File: config.mk
export PLATFORM = sky130hd
export DESIGN_NAME = instr_encoder
export DESIGN_NICKNAME = d
export VERILOG_FILES = /design/src/rtl/instr_enc_pkg.sv /design/src/rtl/sync_fifo.sv /design/src/rtl/instr_encoder.sv
export SDC_FILE = /design/constraint.sdc
export NUM_CORES = 1
export LEC_CHECK = 0
export ABC_AREA = 1
export CORE_MARGIN = 2
export CORE_UTILIZATION = 61
export CTS_CLUSTER_SIZE = 25
export DETAILED_ROUTE_END_ITERATION = 6
export PLACE_DENSITY = 0.83
export SETUP_SLACK_MARGIN = 0.05
export SYNTH_ARGS = -nofsm -noshare
export SYNTH_HDL_FRONTEND = slang
export SYNTH_SLANG_ARGS = --single-unit
File: constraint.sdc
create_clock -name clk -period 4.4 [get_ports clk]
set_input_delay 0.44 -clock clk [delete_from_list [all_inputs] [get_ports clk]]
set_output_delay 0.44 -clock clk [all_outputs]
set_load 0.01 [all_outputs]
File: src/rtl/instr_enc_pkg.sv
// Shared types, RV32IM encoding constants and the symbolic-to-binary
// instruction encoder used by the program loader.
package instr_enc_pkg;

    typedef enum logic [4:0] {
        ADD, SUB, SLL, SLT, SLTU, XOR, SRL, SRA, OR, AND,
        MUL, MULH, MULHSU, MULHU, DIV, DIVU, REM, REMU,
        ADDI, SLLI, SLTIU, XORI, SRLI, ORI, ANDI,
        LUI, CSRRW_IN, CSRRW_OUT
    } mnem_e;

    typedef enum logic [1:0] {IDLE, LOAD, DONE} state_e;

    localparam logic [6:0] OP_R   = 7'b0110011;
    localparam logic [6:0] OP_I   = 7'b0010011;
    localparam logic [6:0] OP_LUI = 7'b0110111;
    localparam logic [6:0] OP_SYS = 7'b1110011;

    localparam logic [6:0] F7_BASE   = 7'b0000000;
    localparam logic [6:0] F7_ALT    = 7'b0100000;
    localparam logic [6:0] F7_MULDIV = 7'b0000001;

    localparam logic [11:0] CSR_IO_IN  = 12'hF00;
    localparam logic [11:0] CSR_IO_OUT = 12'hF02;

    typedef struct packed {
        logic        last;
        logic [31:0] word;
    } fifo_ent_t;

    typedef struct packed {
        logic        ok;
        logic [31:0] word;
    } enc_t;

    function automatic logic [31:0] r_word(input logic [6:0] f7, input logic [2:0] f3,
                                           input logic [4:0] rd, input logic [4:0] rs1,
                                           input logic [4:0] rs2);
        return {f7, rs2, rs1, f3, rd, OP_R};
    endfunction

    function automatic logic [31:0] i_word(input logic [11:0] imm, input logic [4:0] rs1,
                                           input logic [2:0] f3, input logic [4:0] rd,
                                           input logic [6:0] op);
        return {imm, rs1, f3, rd, op};
    endfunction

    function automatic enc_t encode(input logic [4:0] mnem, input logic [4:0] rd,
                                    input logic [4:0] rs1, input logic [4:0] rs2,
                                    input logic [19:0] imm);
        enc_t        e;
        logic [11:0] shamt;
        e.ok   = 1'b1;
        e.word = '0;
        shamt  = {7'b0, imm[4:0]};
        case (mnem)
            ADD:       e.word = r_word(F7_BASE,   3'b000, rd, rs1, rs2);
            SUB:       e.word = r_word(F7_ALT,    3'b000, rd, rs1, rs2);
            SLL:       e.word = r_word(F7_BASE,   3'b001, rd, rs1, rs2);
            SLT:       e.word = r_word(F7_BASE,   3'b010, rd, rs1, rs2);
            SLTU:      e.word = r_word(F7_BASE,   3'b011, rd, rs1, rs2);
            XOR:       e.word = r_word(F7_BASE,   3'b100, rd, rs1, rs2);
            SRL:       e.word = r_word(F7_BASE,   3'b101, rd, rs1, rs2);
            SRA:       e.word = r_word(F7_ALT,    3'b101, rd, rs1, rs2);
            OR:        e.word = r_word(F7_BASE,   3'b110, rd, rs1, rs2);
            AND:       e.word = r_word(F7_BASE,   3'b111, rd, rs1, rs2);
            MUL:       e.word = r_word(F7_MULDIV, 3'b000, rd, rs1, rs2);
            MULH:      e.word = r_word(F7_MULDIV, 3'b001, rd, rs1, rs2);
            MULHSU:    e.word = r_word(F7_MULDIV, 3'b010, rd, rs1, rs2);
            MULHU:     e.word = r_word(F7_MULDIV, 3'b011, rd, rs1, rs2);
            DIV:       e.word = r_word(F7_MULDIV, 3'b100, rd, rs1, rs2);
            DIVU:      e.word = r_word(F7_MULDIV, 3'b101, rd, rs1, rs2);
            REM:       e.word = r_word(F7_MULDIV, 3'b110, rd, rs1, rs2);
            REMU:      e.word = r_word(F7_MULDIV, 3'b111, rd, rs1, rs2);
            ADDI:      e.word = i_word(imm[11:0], rs1, 3'b000, rd, OP_I);
            SLLI:      e.word = i_word(shamt,     rs1, 3'b001, rd, OP_I);
            SLTIU:     e.word = i_word(imm[11:0], rs1, 3'b011, rd, OP_I);
            XORI:      e.word = i_word(imm[11:0], rs1, 3'b100, rd, OP_I);
            SRLI:      e.word = i_word(shamt,     rs1, 3'b101, rd, OP_I);
            ORI:       e.word = i_word(imm[11:0], rs1, 3'b110, rd, OP_I);
            ANDI:      e.word = i_word(imm[11:0], rs1, 3'b111, rd, OP_I);
            LUI:       e.word = {imm, rd, OP_LUI};
            CSRRW_IN:  e.word = i_word(CSR_IO_IN,  rs1, 3'b001, rd, OP_SYS);
            CSRRW_OUT: e.word = i_word(CSR_IO_OUT, rs1, 3'b001, rd, OP_SYS);
            default:   e.ok   = 1'b0;
        endcase
        return e;
    endfunction

endpackage

File: src/rtl/sync_fifo.sv
// Single-clock FIFO with registered storage and a synchronous flush.
module sync_fifo #(
    parameter int W     = 33,
    parameter int DEPTH = 4
) (
    input  logic         clk,
    input  logic         rst_n,
    input  logic         flush,
    input  logic         push,
    input  logic [W-1:0] din,
    input  logic         pop,
    output logic [W-1:0] dout,
    output logic         full,
    output logic         empty
);
    localparam int AW = $clog2(DEPTH);
    localparam logic [AW:0] PTR_ONE = {{AW{1'b0}}, 1'b1};

    logic [W-1:0] mem_q [DEPTH];
    logic [AW:0]  wptr_q, rptr_q;
    logic         do_push, do_pop;

    assign do_push = push && !full;
    assign do_pop  = pop && !empty;

    always_ff @(posedge clk or negedge rst_n) begin
        if (!rst_n) begin
            wptr_q <= '0;
            rptr_q <= '0;
        end else if (flush) begin
            wptr_q <= '0;
            rptr_q <= '0;
        end else begin
            if (do_push) wptr_q <= wptr_q + PTR_ONE;
            if (do_pop)  rptr_q <= rptr_q + PTR_ONE;
        end
    end

    always_ff @(posedge clk) begin
        if (do_push && !flush) mem_q[wptr_q[AW-1:0]] <= din;
    end

    // Extra pointer MSB distinguishes full from empty when the indices match.
    assign empty = (wptr_q == rptr_q);
    assign full  = (wptr_q[AW-1:0] == rptr_q[AW-1:0]) && (wptr_q[AW] != rptr_q[AW]);
    assign dout  = mem_q[rptr_q[AW-1:0]];

endmodule

File: src/rtl/instr_encoder.sv
// Encodes symbolic instruction requests into RV32IM words and streams them
// into instruction memory, holding the CPU in reset until the load completes.
module instr_encoder
    import instr_enc_pkg::*;
#(
    parameter int DEPTH  = 4,
    parameter int ADDR_W = 12
) (
    input  logic              clk,
    input  logic              rst_n,
    input  logic              start,
    input  logic              req_valid,
    output logic              req_ready,
    input  logic [4:0]        req_mnem,
    input  logic [4:0]        req_rd,
    input  logic [4:0]        req_rs1,
    input  logic [4:0]        req_rs2,
    input  logic [19:0]       req_imm,
    input  logic              req_last,
    output logic              imem_we,
    output logic [ADDR_W-1:0] imem_addr,
    output logic [31:0]       imem_wdata,
    output logic              cpu_hold,
    output logic              done,
    output logic              err_illegal,
    output logic              err_ovf
);
    state_e            state_q, state_d;
    logic [ADDR_W-1:0] addr_q, addr_d;
    logic [ADDR_W:0]   cnt_q, cnt_d;
    logic              last_acc_q, last_acc_d;
    logic              err_ill_q, err_ill_d;
    logic              err_ovf_q, err_ovf_d;
    logic              we_q, we_d;
    logic [ADDR_W-1:0] waddr_q, waddr_d;
    logic [31:0]       wdata_q, wdata_d;

    enc_t      enc;
    fifo_ent_t din, dout;
    logic      full, empty, flush, accept, push, pop;

    assign enc = encode(req_mnem, req_rd, req_rs1, req_rs2, req_imm);
    assign din = {req_last, enc.word};

    // cnt_q counts accepted words; refusing once it reaches the address space
    // keeps requests beyond the last writable slot from being taken at all.
    assign req_ready = (state_q == LOAD) && !full && !last_acc_q && !err_ovf_q && !cnt_q[ADDR_W];
    assign accept    = req_valid && req_ready;
    assign push      = accept && enc.ok;
    assign pop       = (state_q == LOAD) && !empty && !err_ovf_q;

    sync_fifo #(.W(33), .DEPTH(DEPTH)) u_fifo (
        .clk   (clk),
        .rst_n (rst_n),
        .flush (flush),
        .push  (push),
        .din   (din),
        .pop   (pop),
        .dout  (dout),
        .full  (full),
        .empty (empty)
    );

    always_comb begin
        state_d    = state_q;
        addr_d     = addr_q;
        cnt_d      = cnt_q;
        last_acc_d = last_acc_q;
        err_ill_d  = err_ill_q;
        err_ovf_d  = err_ovf_q;
        we_d       = 1'b0;
        waddr_d    = waddr_q;
        wdata_d    = wdata_q;
        flush      = 1'b0;
        case (state_q)
            IDLE, DONE: begin
                if (start) begin
                    state_d    = LOAD;
                    addr_d     = '0;
                    cnt_d      = '0;
                    last_acc_d = 1'b0;
                    err_ill_d  = 1'b0;
                    err_ovf_d  = 1'b0;
                    flush      = 1'b1;
                end
            end
            LOAD: begin
                if (accept) begin
                    if (req_last) last_acc_d = 1'b1;
                    if (enc.ok) cnt_d = cnt_q + (ADDR_W+1)'(1);
                    else        err_ill_d = 1'b1;
                end
                if (pop) begin
                    we_d    = 1'b1;
                    waddr_d = addr_q;
                    wdata_d = dout.word;
                    addr_d  = addr_q + ADDR_W'(1);
                    if (&addr_q && !dout.last) err_ovf_d = 1'b1;
                end
                // Leaving one cycle after the final write keeps done/cpu_hold
                // trailing the last imem_we.
                if (err_ovf_q) begin
                    state_d = DONE;
                    flush   = 1'b1;
                end else if (last_acc_q && empty) begin
                    state_d = DONE;
                end
            end
            default: state_d = IDLE;
        endcase
    end

    always_ff @(posedge clk or negedge rst_n) begin
        if (!rst_n) begin
            state_q    <= IDLE;
            addr_q     <= '0;
            cnt_q      <= '0;
            last_acc_q <= 1'b0;
            err_ill_q  <= 1'b0;
            err_ovf_q  <= 1'b0;
            we_q       <= 1'b0;
            waddr_q    <= '0;
            wdata_q    <= '0;
        end else begin
            state_q    <= state_d;
            addr_q     <= addr_d;
            cnt_q      <= cnt_d;
            last_acc_q <= last_acc_d;
            err_ill_q  <= err_ill_d;
            err_ovf_q  <= err_ovf_d;
            we_q       <= we_d;
            waddr_q    <= waddr_d;
            wdata_q    <= wdata_d;
        end
    end

    assign imem_we     = we_q;
    assign imem_addr   = waddr_q;
    assign imem_wdata  = wdata_q;
    assign cpu_hold    = (state_q != DONE);
    assign done        = (state_q == DONE);
    assign err_illegal = err_ill_q;
    assign err_ovf     = err_ovf_q;

endmodule

==> impl_metrics.csv, run 1 <==
group,metric,value,unit
detailed_routing,top_layer_used,"met4",
detailed_routing,met2WireLength,9310,µm
floorplan,core,14400,µm²
synthesis,synthDistinctLibCells,33,
final_layout,register_area,5560,µm²
pwr,p_clk_share,27.5,%
worst_setup_path,rr_worst_depth,10,
final_layout,multi_input_area,2790,µm²
pwr,vdd_ir_drop_max,0.000321,V
worst_setup_path,path_class,"flop to output port",
floorplan,design.die.area,15500,µm²
cts,cts_root_buffer,"clkbuf_16",
cts,path_clk_slew,0.07,ns
detailed_routing,drt_pre_antenna_iters,5,
placement,port_buffers,93,
pwr,p_leak,4.17,nW
detailed_routing,drt-vias-per-instance,5.68,
cts,tritoncts,"built",
floorplan,die_h,125,µm
placement,dp_hpwl,12000,µm
placement,place.gp.congestion,0.976,
floorplan,die_x,125,µm
synthesis,synth.net_count,976,
grt,antenna_found_initial,0,
final_layout,area_growth,17.9,%
pwr,switching_share,33.5,%
cts,post_cts_buffers,0,
grt,grt_max_degree,79,
placement,post_dp_cell_area,9870,µm²
final_layout,nets,1054,
synthesis,syn_area,8870,µm²
final_layout,drive_above_1_share,5.71,%
cts,htreeDepth,4,
floorplan,io-pin-count,95,
sta,hold_viol_final,0,
min_path,hp-class,"input port to asynchronous set/reset pin",
sta,worst-slew-pin-transition,1.12,ns
synthesis,syn_area_per_cell,9.60,µm²
synthesis,seq_area_frac_synth,62.6,%
synthesis,ys_seq_elements,198,
sta,slew_viol_final,0,
sta,fmax,0.351,GHz
cts,cts_resized,0,
detailed_routing,wl_met3,1330,µm
synthesis,synth-xor-area-share,0.790,%
grt,grt-ovfl-total,0,
sta,layout_min_cycle_time,2.85,ns
final_layout,antennaDiodeCount,0,
final_layout,utilization,72.8,%
worst_setup_path,cp_data_arrival_time,2.41,ns
sta,fin_skew,0.00735,ns
worst_setup_path,start_kind,"flop",
cts,clock_sinks,198,
detailed_routing,drt-wirelength-per-cell,15.8,µm
worst_setup_path,critical_path_required,3.96,ns
detailed_routing,num_vias,6806,
grt,grt_pass1_vias,6414,
sta,finalSetupTns,0,ns
floorplan,rows,44,
final_layout,finalInstanceArea,10500,µm²
detailed_routing,drt-met1-wl,7900,µm
cts,clk_latency,0.44,ns
pwr,pwr-share-seq,44.6,%
sta,max_slew_margin,25.1,%
sta,setup_viol,0,
run,max_cap_violations,0,
cts,cts_made_buffers,17,
worst_setup_path,cp-end-kind,"output port",
sta,period_share,64.7,%
synthesis,synth_top_family_by_area,"simple AND/OR/NAND/NOR gates",
sta,rsz0062_at_grt,"no",
grt,grtUsageTotal,25.4,%
synthesis,synth_mux_area_share,0,%
floorplan,start_util,61.7,%
synthesis,synth_compound_area_share,8.99,%
synthesis,yosys_warnings,0,
status,status,"finished clean",
detailed_routing,dr.first_iter.drc_count,673,
detailed_routing,ant_nets,0,
synthesis,synth_fa_ha_area_share,0.988,%
synthesis,syn_inst,924,
pwr,power_density,524,nW/µm²
detailed_routing,drc,0,
grt,grt_pass1_wl,31300,µm
synthesis,synthSimpleGateAreaFrac,20.6,%
cts,cts.path.max_buffers,2,
final_layout,fillers,997,
detailed_routing,wl,19000,µm
worst_setup_path,critical_path_peak_fanout,12,
pwr,p_int,3.64,mW
pwr,net-switching-power,1.84,mW
cts,postCtsHoldBufs,0,
pwr,pwr-share-comb,27.9,%
layer usage:
layer	global-route usage, %	vias to the layer above
li1	-	3261
met1	33.7	3203
met5	0	-
met4	11.0	0
met2	41.7	310
met3	4.64	32
worst paths after layout:
| kind | start | end | slack, ns |
|---|---|---|---|
| worst max register to register | u_fifo.rptr_q[1]$_DFFE_PN0P_ | err_ovf$_DFFE_PN0P_ | 1.77 |
| worst min register to register | imem_addr[2]$_DFFE_PN0P_ | imem_addr[2]$_DFFE_PN0P_ | 0.48 |
| worst max-delay path | state_q[0]$_DFFE_PN0P_ | req_ready | 1.55 |
| max in group asynchronous | rst_n | u_fifo.rptr_q[0]$_DFFE_PN0P_ | 3.51 |
| min in group clk | imem_addr[2]$_DFFE_PN0P_ | imem_addr[2]$_DFFE_PN0P_ | 0.48 |
| worst min-delay path | rst_n | imem_wdata[8]$_DFFE_PN0P_ | 0.17 |
synthesized netlist by cell type:
master     instances  area share (%)
edfxtp_1         120              41
o21bai_1           1           0.085
o21ai_0           95             5.4
a21oi_1           10            0.56
nor3b_1            1           0.085
o22ai_1            3            0.21
buf_6              8             1.0
inv_2              1           0.042
inv_4              2            0.14
nand4_1           17             1.2
a211oi_1           1           0.085
inv_1             69             2.9
buf_2             10            0.56
xnor2_1            2            0.20
clkbuf_1          21            0.89
dfrtp_1           78              22
conb_1             1           0.042
xor2_1             6            0.59
a31oi_1           32             2.3
ha_1               7            0.99
nand3_1           51             2.9
nor2_2             6            0.42
o2111ai_1          2            0.20
buf_4              4            0.34
nand2_1          161             6.8
and3_1             1           0.071
clkinv_1           2           0.085
nor3_1            10            0.56
o31ai_1            2            0.17
o21ai_1            1           0.056
nand3b_1           1           0.085
nor2_1           196             8.3
or2_2              2            0.14
worst max-delay path, cell delays in order (launching register included):
cell	delay [ns]
dfrtp_1	0.41
nand2_1	0.30
nor2_2	0.23
nand2_1	0.12
nor2_1	0.18
nand2_1	0.14
inv_1	0.07
clkdlybuf4s50_1	0.52
power by group through the flow:
stage	Sequential, mW	Combinational, mW	Clock (mW)
6_report	2.44	1.53	1.51
5_1_grt	2.47	1.70	1.60
4_1_cts	2.44	1.54	1.52
3_5_place_dp	2.48	1.53	0
3_3_place_gp	2.47	1.49	0
2_1_floorplan	2.50	0.908	0
logic make-up after synthesis:
group,Yosys count
AOI/OAI and AO/OA,147
xor gates and xnor gates,8
adders and majority gates,7
buffers and inverters,117
DFF,198
other,1
and+or+nand+nor,446
flip-flops by register name (all words and copies together) (netlist names):
| signal | count |
|---|---|
| u_fifo.mem_q | 120 |
| last_acc_q | 1 |
| imem_addr | 12 |
| imem_wdata | 29 |
| imem_we | 1 |
| err_illegal | 1 |
| u_fifo.wptr_q | 3 |
| addr_q | 12 |
| err_ovf | 1 |
| state_q | 2 |
| cnt_q | 13 |
| u_fifo.rptr_q | 3 |
metrics by stage:
stage,setup slack [ns],hold slack [ns],std cells,power [mW]
6_report,1.55,0.166,1199,5.48
2_1_floorplan,1.44,0.144,924,3.41
3_5_place_dp,1.60,0.465,1167,4.00
4_1_cts,1.56,0.206,1199,5.50
3_3_place_gp,1.61,0.462,1167,3.96
5_1_grt,1.41,0.263,1199,5.78
placed cells by master, fill, tap and decap left out, types with 10 or more instances in the layout:
cell type	count
inv_1	69
nand4_1	17
clkdlybuf4s50_1	92
dfrtp_1	77
nand3_1	51
o21ai_0	95
edfxtp_1	120
a31oi_1	32
nand2_1	161
a21oi_1	10
nor3_1	10
nor2_2	10
clkbuf_16	17
nor2_1	192
area by class of cell:
cell class / instances / area share [%]
timing repair buffer: 102 / 9.65
inverter: 74 / 2.70
multi-input combinational: 609 / 26.7
clock inverter: 15 / 1.52
clock buffer: 17 / 4.07
sequential: 198 / 53.2
tap: 184 / 2.20
(Power assumes the default switching activity.)
==> run 2: changes to the inputs <==
CORE_UTILIZATION = 57   (was 61)
PLACE_DENSITY = 0.78   (was 0.83)
clock period = 2.85 ns   (was 4.4 ns; I/O delays follow)
==> impl_metrics.csv, run 2 (synthesis gave the netlist of run 1 again) <==
group,metric,value,unit
floorplan,die_x,129,µm
final_layout,multi_input_area,2790,µm²
detailed_routing,wl,19500,µm
detailed_routing,ant_nets,0,
run,max_cap_violations,0,
grt,grt_max_degree,63,
final_layout,drive_above_1_share,6.71,%
floorplan,design.die.area,16600,µm²
detailed_routing,drt_pre_antenna_iters,5,
cts,clock_sinks,198,
cts,tritoncts,"built",
floorplan,io-pin-count,95,
sta,worst-slew-pin-transition,0.638,ns
cts,cts.path.max_buffers,2,
floorplan,start_util,58.3,%
sta,period_share,81.9,%
detailed_routing,dr.first_iter.drc_count,564,
placement,place.gp.congestion,0.974,
pwr,p_leak,4.24,nW
cts,cts_root_buffer,"clkbuf_16",
sta,fin_ws,0.516,ns
worst_setup_path,path_cells,"inv_1 -> nand2_1 -> nor2_2 -> nand2_1 -> nor2_1 -> nand2_1 -> inv_1 -> clkdlybuf4s50_1",
worst_setup_path,reg2reg_slack,0.83,ns
placement,pre_cts_slack,0.464,ns
detailed_routing,num_vias,6840,
sta,setup_viol,0,
cts,cts_made_buffers,17,
placement,dp.cells,1183,
cts,path_clk_slew,0.07,ns
sta,fin_skew,0.00929,ns
final_layout,fillers,1132,
floorplan,rows,45,
placement,port_buffers,93,
worst_setup_path,cp_slowest_cell,"clkdlybuf4s50_1",
detailed_routing,drc,0,
pwr,total_power,8.55,mW
grt,grt_pass1_vias,6485,
sta,layout_min_cycle_time,2.33,ns
grt,antenna_found_initial,0,
floorplan,core,15200,µm²
sta,finalSetupTns,0,ns
worst_setup_path,cp_common_cell,"nand2_1",
final_layout,register_area,5560,µm²
sta,rsz0062_at_grt,"no",
worst_setup_path,startpoint,"state_q[1]$_DFFE_PN0P_",
final_layout,final_common_cell,"nor2_1",
worst_setup_path,cp_data_arrival_time,2.05,ns
sta,hold_viol_final,0,
final_layout,largest_reg_flops,120,
placement,dp_hpwl,12800,µm
final_layout,layout.cells.non_filler,1216,
final_layout,area_growth,19.5,%
final_layout,nets,1067,
detailed_routing,drt-vias-per-instance,5.63,
worst_setup_path,path_class,"flop to output port",
cts,htreeDepth,4,
worst_setup_path,critical_path_peak_fanout,3,
worst_setup_path,slowest_delay,0.53,ns
final_layout,final_cell_mix,"192 x nor2_1, 161 x nand2_1, 120 x edfxtp_1",
cts,clk_latency,0.44,ns
detailed_routing,drt-wirelength-per-cell,16.0,µm
worst_setup_path,r2r_start,"state_q[1]$_DFFE_PN0P_",
sta,fmax,0.428,GHz
sta,slew_viol_final,0,
pwr,power_density,807,nW/µm²
grt,grt_pass1_wl,32000,µm
grt,grt-ovfl-total,0,
worst_setup_path,cp-end-kind,"output port",
final_layout,antennaDiodeCount,0,
worst_setup_path,critical_path_required,2.57,ns
sta,max_slew_margin,57.5,%
worst_setup_path,start_kind,"flop",
floorplan,die_h,129,µm
status,status,"finished clean",
min_path,hp-class,"input port to asynchronous set/reset pin",
grt,grtUsageTotal,25.2,%
pwr,vdd_ir_drop_max,0.000576,V
==> run 2: cell count changes in the layout (fill, tap and decap cells not counted), sizes merged <==
cell,delta
buf,+12
clkbuf,+1
clkinv,+1
clkinvlp,-1
dlygate4sd3,+1
inv,-1
==> run 2: metrics by stage <==
step | utilization, % | hold WS (ns) | area, µm²
after floorplan | - | -0.0106 | 8870
after global placement | 65.8 | 0.353 | 10000
after detailed placement | 65.8 | 0.355 | 10000
after CTS | 69.7 | 0.432 | 10600
after global routing | 69.7 | 0.474 | 10600
final | 69.7 | 0.398 | 10600
==> run 2: final timing paths <==
kind	to	cells after the start
min in group clk	err_illegal$_DFFE_PN0P_	3
setup / recovery	req_ready	8
hold / removal	addr_q[9]$_DFFE_PN0P_	2
max in group asynchronous	imem_addr[4]$_DFFE_PN0P_	3
hold reg to reg	imem_addr[4]$_DFFE_PN0P_	2
setup reg to reg	u_fifo.mem_q[1][14]$_DFFE_PP_	9
==> run 2: area by class of cell <==
class | count | share of cell area [%]
clock inverter | 14 | 1.46
inverter | 74 | 2.67
multi-input combinational | 609 | 26.3
clock buffer | 18 | 4.05
sequential | 198 | 52.4
timing repair buffer | 115 | 10.8
tap | 188 | 2.22
==> run 2: routing by layer <==
layer | up-vias | global-route usage [%] | part of all wire (%)
li1 | 3285 | - | -
met1 | 3239 | 33.9 | 42
met2 | 278 | 40.8 | 49
met3 | 38 | 4.78 | 6.4
met4 | 0 | 10.2 | 2.1
met5 | - | 0 | 0
==> run 2: repair_timing <==
| item | CTS | global route |
|---|---|---|
| endpoints found under the hold margin | 46 | 0 |
| hold buffers | 1 | 0 |
| gates resized for setup | 0 | 0 |
| setup buffers | 0 | 0 |
==> run 2: power by group <==
part	leakage [nW]	switching, mW	internal, mW	total, mW
sequential	2.08	0.269	3.50	3.77
combinational	1.88	1.44	1.02	2.45
clock	0.286	1.16	1.18	2.33
total	4.24	2.86	5.69	8.55
==> run 2: worst max-delay path, delay by kind of cell, from the launching register on <==
| kind | cells | cell delay [ns] |
|---|---|---|
| buffers and inverters | 3 | 0.67 |
| AND/OR/NAND/NOR | 5 | 0.55 |
| flip-flops | 1 | 0.38 |
==> run 3: changes to the inputs <==
CORE_UTILIZATION = 51   (was 57)
PLACE_DENSITY = 0.74   (was 0.78)
clock period = 2 ns   (was 2.85 ns; I/O delays follow)
==> impl_metrics.csv, run 3 (synthesis gave the netlist of run 1 again) <==
group,metric,value,unit
status,status,"finished clean",
sta,slew_viol_final,0,
cts,path_clk_slew,0.07,ns
detailed_routing,drc,0,
sta,worst-slew-pin-transition,0.674,ns
placement,place.gp.congestion,0.969,
final_layout,final_cell_mix,"191 x nor2_1, 159 x nand2_1, 120 x edfxtp_1",
floorplan,core,17200,µm²
worst_setup_path,path_class,"flop to output port",
sta,layout_min_cycle_time,1.86,ns
floorplan,io-pin-count,95,
run,max_cap_violations,0,
final_layout,final_common_cell,"nor2_1",
grt,grt_pass1_vias,6791,
placement,port_buffers,93,
final_layout,fillers,1382,
sta,fmax,0.538,GHz
final_layout,antennaDiodeCount,0,
pwr,vdd_ir_drop_max,0.000742,V
final_layout,finalInstanceArea,11200,µm²
final_layout,register_area,5560,µm²
grt,grt-ovfl-total,0,
min_path,hp-class,"input port to asynchronous set/reset pin",
final_layout,nets,1113,
worst_setup_path,cp-end-kind,"output port",
final_layout,multi_input_area,2830,µm²
sta,hold_viol_final,0,
pwr,total_power,12.8,mW
cts,htreeDepth,4,
floorplan,die_x,136,µm
floorplan,design.die.area,18500,µm²
floorplan,die_h,136,µm
grt,grt_max_degree,62,
detailed_routing,drt_pre_antenna_iters,7,
grt,grt_pass1_wl,34300,µm
sta,rsz0062_at_grt,"no",
detailed_routing,ant_nets,0,
cts,clk_latency,0.44,ns
worst_setup_path,start_kind,"flop",
pwr,net-switching-power,4.18,mW
floorplan,start_util,51.6,%
worst_setup_path,cp_slowest_cell,"clkdlybuf4s50_1",
worst_setup_path,path_cells,"buf_4 -> nor2_1 -> clkdlybuf4s50_1",
final_layout,area_growth,26.2,%
cts,clock_sinks,198,
sta,max_slew_margin,55.1,%
detailed_routing,drt-vias-per-instance,5.40,
worst_setup_path,cp_data_arrival_time,1.66,ns
pwr,p_clk_share,27.6,%
worst_setup_path,critical_path_peak_fanout,4,
grt,antenna_found_initial,0,
worst_setup_path,slowest_delay,0.55,ns
pwr,power_density,1140,nW/µm²
pwr,pwr-share-seq,41.8,%
placement,post_dp_cell_area,10500,µm²
placement,dp_hpwl,14100,µm
detailed_routing,num_vias,7009,
sta,period_share,93.0,%
final_layout,drive_above_1_share,11.3,%
pwr,switching_share,32.7,%
worst_setup_path,crit_buf_inv,2,
detailed_routing,wl,21100,µm
pwr,p_leak,4.53,nW
worst_setup_path,critical_path_required,1.80,ns
cts,tritoncts,"built",
grt,grtUsageTotal,24.3,%
cts,cts_made_buffers,17,
final_layout,largest_reg_flops,120,
floorplan,rows,48,
cts,cts.path.max_buffers,2,
sta,setup_viol,0,
worst_setup_path,cp_top_family,"buffers and inverters",
cts,cts_root_buffer,"clkbuf_16",
detailed_routing,drt-wirelength-per-cell,16.2,µm
pwr,pwr-share-comb,30.6,%
detailed_routing,dr.first_iter.drc_count,532,
pwr,p_int,8.58,mW
sta,fin_skew,0.0146,ns
==> run 3: cell types whose count changed in the layout (fill, tap and decap cells not counted), sizes merged <==
cell | previous run | this run
bufinv | 0 | 2
inv | 80 | 82
clkinv | 8 | 4
clkinvlp | 0 | 1
dlymetal6s2s | 0 | 1
clkbuf | 18 | 19
clkdlybuf4s50 | 92 | 90
buf | 22 | 67
==> run 3: path summary, 6_finish.rpt <==
| kind | slack, ns | from | depth (start not counted) | end |
|---|---|---|---|---|
| worst max-delay path | 0.14 | state_q[0]$_DFFE_PN0P_ | 3 | done |
| worst min-delay path | 0.26 | rst_n | 2 | imem_wdata[7]$_DFFE_PN0P_ |
| worst max register to register | 0.15 | state_q[1]$_DFFE_PN0P_ | 10 | u_fifo.mem_q[3][10]$_DFFE_PP_ |
| worst min register to register | 0.48 | imem_addr[8]$_DFFE_PN0P_ | 2 | imem_addr[8]$_DFFE_PN0P_ |
| max in group asynchronous | 1.16 | rst_n | 3 | addr_q[0]$_DFFE_PN0P_ |
| min in group clk | 0.42 | start | 2 | state_q[1]$_DFFE_PN0P_ |
==> run 3: metrics by stage <==
step                hold WS [ns]  TNS [ns]  setup slack [ns]  std cells  utilization (%)
floorplan                -0.0956     -5.74           -0.0478        924                -
global placement           0.188    -0.390           -0.0867       1261             61.1
detailed placement         0.183     -4.54            -0.160       1261             61.1
CTS                        0.269         0            0.0545       1294             64.7
global route               0.301         0            0.0393       1299             65.2
finish                     0.258         0             0.140       1299             65.2
==> run 3: per-layer routing <==
layer  vias up  part of all wire (%)  global-route usage (%)
li1       3382                     -                       -
met1      3353                    43                    32.4
met2       242                    50                    39.9
met3        32                   5.7                    4.88
met4         0                   2.0                    9.03
met5         -                     0                       0
==> run 3: worst reg2reg max path, delay by kind of cell (launching register included) <==
family | cells | cell delay [ns]
flops | 1 | 0.39
simple gates | 6 | 0.63
buf+inv | 4 | 0.53
==> run 3: power by group through the flow <==
| stage | Sequential [mW] | Combinational [mW] | Clock, mW |
|---|---|---|---|
| after global placement | 5.40 | 3.78 | 0 |
| after detailed placement | 5.41 | 3.85 | 0 |
| final | 5.33 | 3.90 | 3.53 |
| after global routing | 5.39 | 4.33 | 3.75 |
| after CTS | 5.33 | 3.89 | 3.57 |
| after floorplan | 5.50 | 2.05 | 0 |
==> run 3: final cells by class <==
cell class | count | share of cell area (%)
sequential | 198 | 49.6
multi-input combinational | 609 | 25.3
timing repair buffer | 161 | 14.6
clock buffer | 17 | 3.80
inverter | 74 | 2.53
tap | 225 | 2.52
clock inverter | 15 | 1.62
==> run 3: timing repair <==
action | CTS | global route
setup buffers | 0 | 3
pin swaps | 0 | 3
hold buffers | 1 | 0
gates cloned | 0 | 2
endpoints found under the setup margin | 1 | 78
endpoints found under the hold margin | 30 | 0
resized for setup | 3 | 5
